==> src/rtl/serial_byte_tx.sv <==
// serial_byte_tx: async-serial byte transmitter (start, DATA_BITS data LSB first, one stop bit).
module serial_byte_tx #(
  parameter int CLKS_PER_BIT = 16,
  parameter int DATA_BITS    = 8
) (
  input  logic       clk,
  input  logic       reset,
  input  logic [7:0] TxData,
  input  logic       TxLoad,
  output logic       TxReady,
  output logic       TxOut,
  output logic       TxDone
);
  localparam int TW = CLKS_PER_BIT > 2 ? $clog2(CLKS_PER_BIT) : 1;
  typedef enum logic [1:0] {IDLE, START, DATA, STOP} state_t;
  state_t state_q, state_d;
  logic [TW-1:0] tick_q, tick_d;
  logic [2:0] bit_q, bit_d;
  logic [DATA_BITS-1:0] sh_q, sh_d;
  logic out_q, out_d, ready_q, ready_d, done_q, done_d;
  logic period_end, last_bit, unused_data;
  assign period_end = tick_q == TW'(CLKS_PER_BIT - 1);
  assign last_bit = bit_q == 3'(DATA_BITS - 1);
  assign unused_data = ^TxData;
  assign TxOut = out_q;
  assign TxReady = ready_q;
  assign TxDone = done_q;
  always_comb begin
    state_d = state_q;
    tick_d = (state_q == IDLE || period_end) ? '0 : tick_q + TW'(1);
    bit_d = bit_q;
    sh_d = sh_q;
    out_d = out_q;
    ready_d = 1'b0;
    done_d = 1'b0;
    case (state_q)
      IDLE: begin
        state_d = TxLoad ? START : IDLE;
        sh_d = TxLoad ? TxData[DATA_BITS-1:0] : sh_q;
        bit_d = '0;
        out_d = !TxLoad;
        ready_d = !TxLoad;
      end
      START: begin
        state_d = period_end ? DATA : START;
        bit_d = '0;
        out_d = period_end ? sh_q[0] : 1'b0;
      end
      DATA: begin
        sh_d = period_end ? sh_q >> 1 : sh_q;
        bit_d = !period_end ? bit_q : last_bit ? 3'd0 : bit_q + 3'd1;
        state_d = (period_end && last_bit) ? STOP : DATA;
        out_d = state_d == STOP ? 1'b1 : sh_d[0];
      end
      STOP: begin
        // A load held at frame end chains straight into the next start bit.
        state_d = !period_end ? STOP : TxLoad ? START : IDLE;
        sh_d = (period_end && TxLoad) ? TxData[DATA_BITS-1:0] : sh_q;
        out_d = !(period_end && TxLoad);
        ready_d = period_end;
        done_d = period_end;
      end
    endcase
  end
  always_ff @(posedge clk) begin
    if (reset) begin
      state_q <= IDLE;
      tick_q <= '0;
      bit_q <= '0;
      sh_q <= '0;
      out_q <= 1'b1;
      ready_q <= 1'b1;
      done_q <= 1'b0;
    end else begin
      state_q <= state_d;
      tick_q <= tick_d;
      bit_q <= bit_d;
      sh_q <= sh_d;
      out_q <= out_d;
      ready_q <= ready_d;
      done_q <= done_d;
    end
  end
endmodule

==> config.mk <==
export PLATFORM = sky130hd
export DESIGN_NAME = serial_byte_tx
export DESIGN_NICKNAME = d
export VERILOG_FILES = /design/src/rtl/serial_byte_tx.sv
export SDC_FILE = /design/constraint.sdc
export NUM_CORES = 1
export LEC_CHECK = 0
export ABC_AREA = 1
export CORE_MARGIN = 3
export CORE_UTILIZATION = 60
export DETAILED_ROUTE_END_ITERATION = 10
export DONT_BUFFER_PORTS = 1
export GPL_TIMING_DRIVEN = 0
export PLACE_DENSITY_LB_ADDON = 0.2
export SYNTH_ARGS = -nofsm -noshare
export SYNTH_HDL_FRONTEND = slang
export SYNTH_SLANG_ARGS = --single-unit
==> constraint.sdc <==
create_clock -name clk -period 3 [get_ports clk]
set_input_delay 0.9 -clock clk [delete_from_list [all_inputs] [get_ports clk]]
set_output_delay 0.9 -clock clk [all_outputs]
set_load 0.01 [all_outputs]
---- After elaboration in Yosys (flattened, before gate mapping) ----
Cells that the tools add are included.
word-level totals
  logic and storage cells ................. 50
  output and inout bits ................... 3
  bits of input ports ..................... 11
  bits in registers ....................... 20
cells by class
  reduce and logical (&&, ||, !) cells .... 14
  $add $sub $neg .......................... 2
  bitwise logic cells ..................... 1
  muxes and demuxes ....................... 16
  equal/unequal tests ..................... 9
operators by type and width
  cell                                           count
  2-to-1 mux 8 bit                               3
  case mux 8 bit (3 select lines)                1
  case mux 2 bit (4 select lines)                1
  == test 2 bit, second input constant           3
  2-to-1 mux 3 bit                               2
  inequality test 2 bit, second input constant   3
  case mux 3 bit (2 select lines)                1
  OR reduction 2 bit                             3
  adder 4 x 1 -> 4 bit, second input constant    1
  == test 4 bit, second input constant           1
  2-to-1 mux 1 bit                               4
  2-to-1 mux 2 bit                               2
  case mux 1 bit (4 select lines)                1
  AND reduction 4 bit                            1
  adder 3 x 1 -> 3 bit, second input constant    1
  == test 3 bit, second input constant           1
  AND reduction 3 bit                            1
  nonzero test 3 bit                             1
  == test 2 x 1 -> 1 bit, second input constant  1
  logical AND 1 bit                              2
  zero test 1 bit                                2
  zero test 2 bit                                1
  case mux 1 bit (2 select lines)                1
  AND reduction 2 bit                            1
  3 further kinds                                3

---- Logic depth before layout (Yosys ltp) ----
Gate-level depths: netlist of the first run.
  depth after elaboration ................. 6
  gate-level depth with buffers ........... 10
  mapped depth without buffers ............ 9

---- Worst setup path after synthesis of the first run ----
OpenSTA, ideal clock, no wires.
  path kind ............................... input to register
  start ................................... input port TxLoad
  end ..................................... register sh_q[1]
  data required time ...................... 2,887 ps
  buffers on the path ..................... 1
  cell stages on the path ................. 8
  arrival ................................. 1,513 ps
  library setup time ...................... 113 ps
  slack ................................... 1,374 ps
  path through ............................ inv_2 nand2_1 inv_1 nor2_2 nand3_4 buf_6 nor2_1 nor2_1
between the ends
  word-level cells in the longest chain between the ends .. 3
  elaborated cells on any way between the ends .. 4
  classes of those cells .................. eq/ne: 2; reduce/logical: 2
ends and longest elaborated chain
  element                                   RTL line  source
  start, declared                           9         input logic TxLoad,
  logical AND 1 bit                         58        sh_d = (period_end && TxLoad) ? TxData[DATA_BITS-1:0] : sh_q;
  inequality test 2 bit (no source line)    n/a
  AND reduction 4 bit (no source line) (*)  n/a
  end signal, assigned                      70        sh_q <= '0;
  end signal, assigned                      78        sh_q <= sh_d;
  end, declared                             19        logic [DATA_BITS-1:0] sh_q, sh_d;
Mark *: on every way between the ends. The rest lies on a longest branch, timed or not.
A chain may end at the register's enable or synchronous reset.

---- Worst setup path after layout of the first run ----
  start ................................... register ready_q, in the netlist TxReady
  end ..................................... output port TxReady
RTL lines
  element                 RTL line  source
  start, declared         20        logic out_q, out_d, ready_q, ready_d, done_q, done_d;
  start signal, assigned  80        ready_q <= ready_d;
  end, declared           10        output logic TxReady,
No word-level cell between the ends.

==> summary.txt, run 1 <==
Synthesis
  – Post-Syn Nets: 172
  – Warnings, synthesis: 0
  – #FFs+latches synth: 20
  – List of most frequent post-synthesis cells: nand2_1, nor2_1, inv_1
  – Area leader, netlist: dfxtp_1
  – Top-count cell post-synth: nand2_1
  – Post-synthesis simple-gate area fraction: 34.2%
  – Post-Synth Adder-Cell Area: 9.38%
  – Mapped Area: 1070 um2
  – Asr flop ratio synth: 0%
  – Compound-Gate Fraction of Synth Area: 7.62%
  – Synth Area per Inst: 6.98 um2
  – Post-synth cell types: 21
  – Seq/Total Area, Yosys: 37.5%
  – Top cell type's share of synthesized area: 37.5%
  – Ys flop type: dfxtp_1
  – XOR/XNOR share of the synthesized area: 0.821%
  – Largest cells by area after synthesis: dfxtp_1, nand2_1, ha_1
  – EDFF count, synth: 0
  – Cells after Synth: 153
  – Largest family of logic cells by synthesized area: simple AND/OR/NAND/NOR gates
  – Post-synthesis mux area share: 0%

Floorplanning
  – Starting density of the core: 67.0%
  – Placeable Area: 1590 um2
  – Top-Level Pins: 14
  – Die Span Y: 48.2 um
  – Std-Cell Rows: 14
  – Die X: 48.2 um
  – Die ar.: 2320 um2

Min path
  – Hold path start: tick_q[0]
  – Worst Hold End: tick_q[0]
  – Worst hold path depth: 1
  – Hold WC Path Type: reg -> reg

Clocking
  – Clock tree from TritonCTS: yes
  – Clk sink count: 20
  – H-tree depth: 1
  – Longest Clk Path Bufs: 2
  – Cts hold-fix bufs: 0
  – Cts bufs inserted: 3
  – Worst-skew pair later-pin latency: 290 ps
  – PostCTS Resize Cnt: 0
  – Setup bufs post-CTS: 0
  – Clock Tree Root: clkbuf_4
  – Worst-path clk slew: 100 ps

Placed design
  – Placed Area: 1100 um2
  – GPL Wtd Cong: 0.819
  – Port bufs: 0
  – Post-DP HPWL: 1530 um
  – Place WS: 1300 ps

Route
  – Final wirelength: 2030 um
  – DR pass1 iterations: 4
  – DRT iter0 DRCs: 27
  – Drt drc: 0
  – WL/cell: 11.3 um
  – Routed Antenna Nets: 0
  – Vias per cell: 5.09
  – DR vias: 917

Worst setup path
  – Startpoint types: flop
  – Crit path arrival time: 670 ps
  – R2R Path End: sh_q[1]
  – R2r setup slk: 1460 ps
  – Crit end category: output port
  – CP required: 2100 ps
  – Largest fanout on the critical path: 1
  – Reg-to-Reg Start: state_q[0]
  – CP Class: reg -> out
  – Reg2reg path depth: 7

Global routing
  – Grt ovf: 0
  – Vias in the first global route: 816
  – Initial antenna violation count: 0
  – Gr usage total: 20.5%
  – First-pass GRT wire length: 3310 um
  – Pin count of the biggest net entering global routing: 11

Timing
  – Final worst setup slack: 1430 ps
  – Actual slew at the worst max-slew pin: 320 ps
  – Period Utilization, post-route: 52.3%
  – Fin. max-slew vios: 0
  – Clock skew: 5.52 ps
  – Achievable Freq: 637 MHz
  – Min Tclk post-route: 1570 ps
  – Endpoints failing hold: 0
  – Final setup TNS: 0 ps
  – RSZ-0062 raised after global routing: no
  – Relative slew slack: 78.5%
  – Final setup vio count: 0

Layout
  – FF/Latch Area: 400 um2
  – Layout Nets: 177
  – Fin util: 70.3%
  – Final Instance Area: 1120 um2
  – Area Growth Syn to Fin: 4.92%
  – Share of cells above drive strength 1: 7.69%
  – N_diodes: 0
  – Footprint of the multi-input gates: 556 um2
  – Fillcell total: 127

Power
  – Design Power: 475 uW
  – Leak: 0.000561 uW
  – Peak supply drop: 322 uV
  – Power Density: 424 nW/um2

Outcome
  – Outcome: complete, no violations

Flow run
  – Max Cap Viol: 0
[layout by cell type (no fill, tap or decap)]
master and count:
nor2_2 2, buf_6 1, clkbuf_8 1, nand3_1 8, o21ai_0 11, a31oi_1 1, clkbuf_4 3, nor3b_1 1
a21oi_1 4, nor3_1 2, inv_2 1, dfxtp_1 20, nand2_1 41, nand3_4 1, nand4_1 3, clkinv_1 1
xor2_1 1, nand3_2 1, nand2_2 2, ha_1 8, nor2_1 22, inv_1 21
[flip-flops by register name (all words and copies together) (netlist names)]
| name | flops |
|---|---|
| sh_q | 8 |
| TxOut | 1 |
| bit_q | 3 |
| TxDone | 1 |
| tick_q | 4 |
| state_q | 2 |
| TxReady | 1 |
[routing by layer]
layer	track usage [%]	routed length, um	up-vias
met2	32.6	943	22
met1	25.4	945	403
met3	5.17	99	6
li1	-	-	486
met5	0	0	-
met4	10.2	38	0
[worst max path at each step]
stage	startpoint	to	cells past startpoint
floorplan	TxLoad	sh_q[1]	8
global placement	TxLoad	sh_q[6]	8
detailed placement	TxLoad	sh_q[5]	8
CTS	TxReady	TxReady	0
global route	state_q[0]	sh_q[5]	7
finish	TxReady	TxReady	0
[cells by family (layout without fill, tap and decap cells)]
kind of cell / Yosys count / in the layout
xor+xnor: 1 / 1
fa+ha+maj: 8 / 8
flops: 20 / 20
compound gates: 16 / 16
simple gates: 83 / 83
buf+inv: 25 / 28
[report_power, final]
group | leakage [uW] | internal [uW] | switching [uW]
sequential | 0.000164 | 281 | 7.63
combinational | 0.000383 | 25.3 | 36.9
clock | 0.0000138 | 46.7 | 78.0
[per-stage QoR]
step	cells	hold WS, ps
after global routing	180	479
after floorplan	153	418
final	180	456
after detailed placement	177	447
after CTS	180	466
after global placement	177	432
[area by class of cell]
type                    count  area share, %
clock buffers               3           2.01
flip-flops and latches     20           35.8
plain buffers               2           2.23
well taps                  24           2.68
inverters                  23           7.71
multi-input cells         108           49.6
[worst register-to-register path, delay by kind of cell, from the launching register on]
family | cells | cell delay, ps
adders and majority gates | 1 | 290
DFF | 1 | 340
AOI/OAI and AO/OA | 1 | 80
buffers and inverters | 2 | 450
and+or+nand+nor | 3 | 290
Power figures use the tool's default switching activity.
==> inputs of run 2 (changes only) <==
==> constraint.sdc (replaced) <==
create_clock -name clk -period 1.6 [get_ports clk]
set_input_delay 0.48 -clock clk [delete_from_list [all_inputs] [get_ports clk]]
set_output_delay 0.48 -clock clk [all_outputs]
set_load 0.01 [all_outputs]
==> run 2 against run 1 <==
Against the previous run: power grew 91%; wire length up 5.4%; die area is the same; first-iteration DRC count is 11% higher; critical path depth rose by 9; clock power increased by 94%; highest routed layer unchanged.
==> summary.txt, run 2 (synthesis results as in run 1) <==
Global routing
  – First-pass GRT wire length: 3310 um
  – Initial antenna violation count: 0
  – Gr usage total: 20.5%
  – Grt ovf: 0
  – Pin count of the biggest net entering global routing: 11
  – Vias in the first global route: 816

Clocking
  – Clk sink count: 20
  – Worst-path clk slew: 110 ps
  – H-tree depth: 1
  – Cts bufs inserted: 3
  – Cts hold-fix bufs: 0
  – Clock Tree Root: clkbuf_4
  – Clock tree from TritonCTS: yes
  – Worst-skew pair later-pin latency: 300 ps
  – Longest Clk Path Bufs: 2

Placed design
  – Post-placement cell count: 177
  – Post-DP HPWL: 1530 um
  – GPL Wtd Cong: 0.819
  – Port bufs: 0

Floorplanning
  – Die Span Y: 48.2 um
  – Placeable Area: 1590 um2
  – Die ar.: 2320 um2
  – Std-Cell Rows: 14
  – Top-Level Pins: 14
  – Die X: 48.2 um
  – Starting density of the core: 67.0%

Route
  – DR vias: 945
  – Drt drc: 0
  – DR pass1 iterations: 4
  – Final wirelength: 2140 um
  – DRT iter0 DRCs: 30
  – WL/cell: 11.7 um
  – Routed Antenna Nets: 0
  – Vias per cell: 5.19

Layout
  – FF/Latch Area: 400 um2
  – Most frequent cells in the layout: nand2_1, nor2_1, inv_1
  – Non-Filler Instances: 182
  – Area Growth Syn to Fin: 7.39%
  – Footprint of the multi-input gates: 563 um2
  – Commonest non-fill, non-tap cell in the layout: nand2_1
  – Layout Nets: 179
  – Largest register FFs: 8
  – Fin util: 71.9%
  – Fillcell total: 124
  – Top flop regs: sh_q (8), tick_q (4), bit_q (3)
  – Largest register by flop count: sh_q
  – N_diodes: 0
  – Share of cells above drive strength 1: 10.1%

Power
  – Peak supply drop: 601 uV
  – Leak: 0.000565 uW
  – Power Density: 790 nW/um2
  – Design Power: 905 uW

Flow run
  – Max Cap Viol: 0

Worst setup path
  – CP Class: reg -> reg
  – Largest fanout on the critical path: 7
  – Startpoint types: flop
  – Crit path arrival time: 1740 ps
  – Crit end category: flop
  – CP required: 1850 ps

Timing
  – Fin. max-slew vios: 0
  – Final setup vio count: 0
  – Achievable Freq: 671 MHz
  – Endpoints failing hold: 0
  – Actual slew at the worst max-slew pin: 239 ps
  – Period Utilization, post-route: 93.2%
  – Min Tclk post-route: 1490 ps
  – Relative slew slack: 84.1%
  – Clock skew: 5.63 ps

Min path
  – Hold WC Path Type: in -> reg

Outcome
  – Outcome: complete, no violations
[run 2: per-stage QoR]
step | setup WS, ps | instance area [um2] | TNS [ps] | hold WS [ps]
detailed placement | 101 | 1100 | 0 | 447
finish | 109 | 1150 | 0 | 227
global route | -9.36 | 1150 | -16.8 | 225
floorplan | 274 | 1070 | 0 | 418
CTS | 66.2 | 1120 | 0 | 233
global placement | 115 | 1100 | 0 | 432
[run 2: area by class of cell]
type,count,share of cell area [%]
plain buffers,2,2.18
clock buffers,3,1.97
inverters,23,7.86
multi-input cells,108,49.1
flip-flops and latches,20,34.9
well taps,24,2.62
repair buffers,1,0.655
repair inverters,1,0.655
[run 2: layer usage]
metal  up-vias  track usage, %  part of all wire, %
li1        490               -                    -
met5         -               0                    0
met3        10            5.17                  4.8
met4         0            10.2                  2.9
met1       412            25.4                   48
met2        33            32.6                   45
[run 2: critical path: stages (launching register included)]
cell	delay, ps
dfxtp_1	340
inv_1	110
ha_2	320
nand4_1	120
buf_4	180
nor2_1	120
nor2_1	60
nand3_1	80
nand2_1	60
nand2_1	50
[run 2: worst paths after layout]
kind | start | to | slack, ps | cells past startpoint
worst min-delay path | reset | bit_q[2] | 230 | 1
worst min register to register | tick_q[0] | tick_q[0] | 460 | 1
worst max-delay path | state_q[0] | TxOut | 110 | 9
worst max register to register | state_q[0] | TxOut | 110 | 9
[run 2: report_power, final]
part	internal (uW)	switching, uW
logic	48.8	72.6
registers	526	14.4
clock network	87.9	155
[run 2: what timing repair did]
action	in CTS	in global routing
gates resized for setup	0	4
endpoints found under the setup margin	0	10
buffers inserted	0	1
==> inputs of run 3 (changes only) <==
--- a/config.mk
+++ b/config.mk
@@ -7,9 +7,8 @@
 export LEC_CHECK = 0
 export ABC_AREA = 1
 export CORE_MARGIN = 3
-export CORE_UTILIZATION = 60
+export CORE_UTILIZATION = 53
 export DETAILED_ROUTE_END_ITERATION = 10
-export DONT_BUFFER_PORTS = 1
 export GPL_TIMING_DRIVEN = 0
 export PLACE_DENSITY_LB_ADDON = 0.2
 export SYNTH_ARGS = -nofsm -noshare
==> run 3 against run 2 <==
Against the previous run: sequential share of layout area down 3.9 points; clock power is 3% lower; first-iteration DRC count increased by 43%; final cell count is 8.2% higher; combinational power rose by 36%; via count increased by 8.7%; setup slack better by 58 ps; fmax is 4.0% higher; global-route usage is essentially flat; clock skew down 2.3 ps; critical path type unchanged.
==> summary.txt, run 3 (synthesis results as in run 1) <==
Outcome
  – Outcome: complete, no violations

Route
  – Drt drc: 0
  – DRT iter0 DRCs: 43
  – DR vias: 1027
  – WL/cell: 12.0 um
  – Vias per cell: 5.21
  – DR pass1 iterations: 5
  – Routed Antenna Nets: 0
  – Final wirelength: 2360 um

Timing
  – Period Utilization, post-route: 89.6%
  – Actual slew at the worst max-slew pin: 307 ps
  – Achievable Freq: 698 MHz
  – RSZ-0062 raised after global routing: no
  – Fin. max-slew vios: 0
  – Final setup TNS: 0 ps
  – Endpoints failing hold: 0
  – Clock skew: 3.36 ps
  – Final setup vio count: 0
  – Min Tclk post-route: 1430 ps
  – Hold_ws: 458 ps
  – Relative slew slack: 79.3%

Power
  – Sw power: 249 uW
  – Leak: 0.000638 uW
  – Power Density: 723 nW/um2
  – Reg power frac: 57.4%
  – Sw Ratio: 26.5%
  – Internal power: 691 uW
  – Peak supply drop: 485 uV
  – Clk pwr share: 25.1%
  – Combinational fraction of design power: 17.4%

Floorplanning
  – Die Span Y: 50.9 um
  – Starting density of the core: 58.6%
  – Die ar.: 2590 um2
  – Top-Level Pins: 14
  – Die X: 50.9 um
  – Placeable Area: 1820 um2
  – Std-Cell Rows: 15

Placed design
  – Port bufs: 13
  – Post-DP HPWL: 1720 um
  – GPL Wtd Cong: 0.869
  – Placed Area: 1230 um2

Layout
  – Final Instance Area: 1300 um2
  – Layout Nets: 193
  – Area Growth Syn to Fin: 21.7%
  – Commonest non-fill, non-tap cell in the layout: nand2_1
  – Share of cells above drive strength 1: 12.2%
  – N_diodes: 0
  – Largest register by flop count: sh_q
  – Most frequent cells in the layout: nand2_1, nor2_1, inv_1
  – Largest register FFs: 8
  – Top flop regs: sh_q (8), tick_q (4), bit_q (3)

Min path
  – Hold WC Path Type: reg -> reg
  – Worst hold path depth: 1

Global routing
  – Grt ovf: 0
  – Vias in the first global route: 959
  – Gr usage total: 20.4%
  – Pin count of the biggest net entering global routing: 11
  – Initial antenna violation count: 0
  – First-pass GRT wire length: 3990 um

Clocking
  – Clk sink count: 20
  – Clock Tree Root: clkbuf_4
  – H-tree depth: 1
  – Longest Clk Path Bufs: 2
  – Cts bufs inserted: 3
  – Worst-path clk slew: 110 ps
  – Worst-skew pair later-pin latency: 300 ps
  – Clock tree from TritonCTS: yes

Flow run
  – Max Cap Viol: 0

Worst setup path
  – Critical Path Most Common Cell: nand2_1
  – CP Class: reg -> reg
  – CP required: 1840 ps
  – Crit end category: flop
  – Reg2reg path depth: 10
  – Crit path arrival time: 1680 ps
  – CP Cell Sequence: inv_2 > ha_1 > nand2_1 > inv_1 > nor2_4 > nand3_4 > buf_6 > nand2_1 > nand2_1 > nor2_1
  – Startpoint types: flop
  – Largest fanout on the critical path: 10
  – Worst path max stage delay: 370 ps
  – Critical Path Slowest Stage Cell: dfxtp_2
run 3: changes by cell type in the layout (fill, tap and decap cells not counted), sizes merged:
cell,change
clkinvlp,-1
dlymetal6s2s,+1
clkdlybuf4s50,+9
dlygate4sd2,+3
buf,+2
run 3: timing repair:
item | in CTS | in global routing
pin swaps | 1 | 1
buffers inserted | 2 | 1
gates resized for setup | 3 | 9
endpoints found under the setup margin | 4 | 12
hold buffers | 0 | 0
run 3: power groups by stage:
stage	clock [uW]	combinational [uW]	sequential [uW]
after CTS	244	155	539
after floorplan	0	99.2	549
after global routing	258	185	542
after detailed placement	0	156	550
final	236	164	539
after global placement	0	149	548
run 3: area by class of cell:
| type | count | area [um2] |
|---|---|---|
| Buffer | 2 | 25.0 |
| Clock buffer | 3 | 22.5 |
| Fill cell | 149 | 522 |
| Inverter | 23 | 90.1 |
| Multi-Input combinational cell | 108 | 576 |
| Sequential cell | 20 | 403 |
| Tap cell | 25 | 31.3 |
| Timing Repair Buffer | 16 | 151 |
run 3: worst paths after layout:
| check | start | end | slack [ps] |
|---|---|---|---|
| setup / recovery | state_q[0] | sh_q[6] | 170 |
| hold / removal | tick_q[0] | tick_q[0] | 460 |
| setup reg to reg | state_q[0] | sh_q[6] | 170 |
| hold reg to reg | tick_q[0] | tick_q[0] | 460 |
run 3: stage by stage:
| step | power, uW | cells | setup WS, ps | util [%] |
|---|---|---|---|---|
| 6_report | 940 | 197 | 167 | 71.3 |
| 5_1_grt | 986 | 197 | 35.1 | 71.3 |
| 4_1_cts | 938 | 196 | 39.9 | 69.3 |
| 3_5_place_dp | 706 | 191 | -275 | 67.5 |
| 3_3_place_gp | 697 | 191 | -239 | 67.5 |
| 2_1_floorplan | 648 | 153 | 274 | - |
run 3: layer usage:
| layer | share of wire, % | up-vias | global-route usage, % | routed length, um |
|---|---|---|---|---|
| met4 | 2.3 | 0 | 9.42 | 54 |
| met2 | 50 | 39 | 35.9 | 1170 |
| li1 | - | 517 | - | - |
| met1 | 42 | 462 | 23.2 | 980 |
| met3 | 6.5 | 9 | 4.96 | 154 |
| met5 | 0 | - | 0 | 0 |
run 3: worst max-delay path: cells and delay by family, from the launching register on:
kind | cells | cell delay (ps)
adder cells (fa/ha/maj) | 1 | 210
buffers and inverters | 3 | 290
flip-flops | 1 | 370
AND/OR/NAND/NOR | 6 | 510
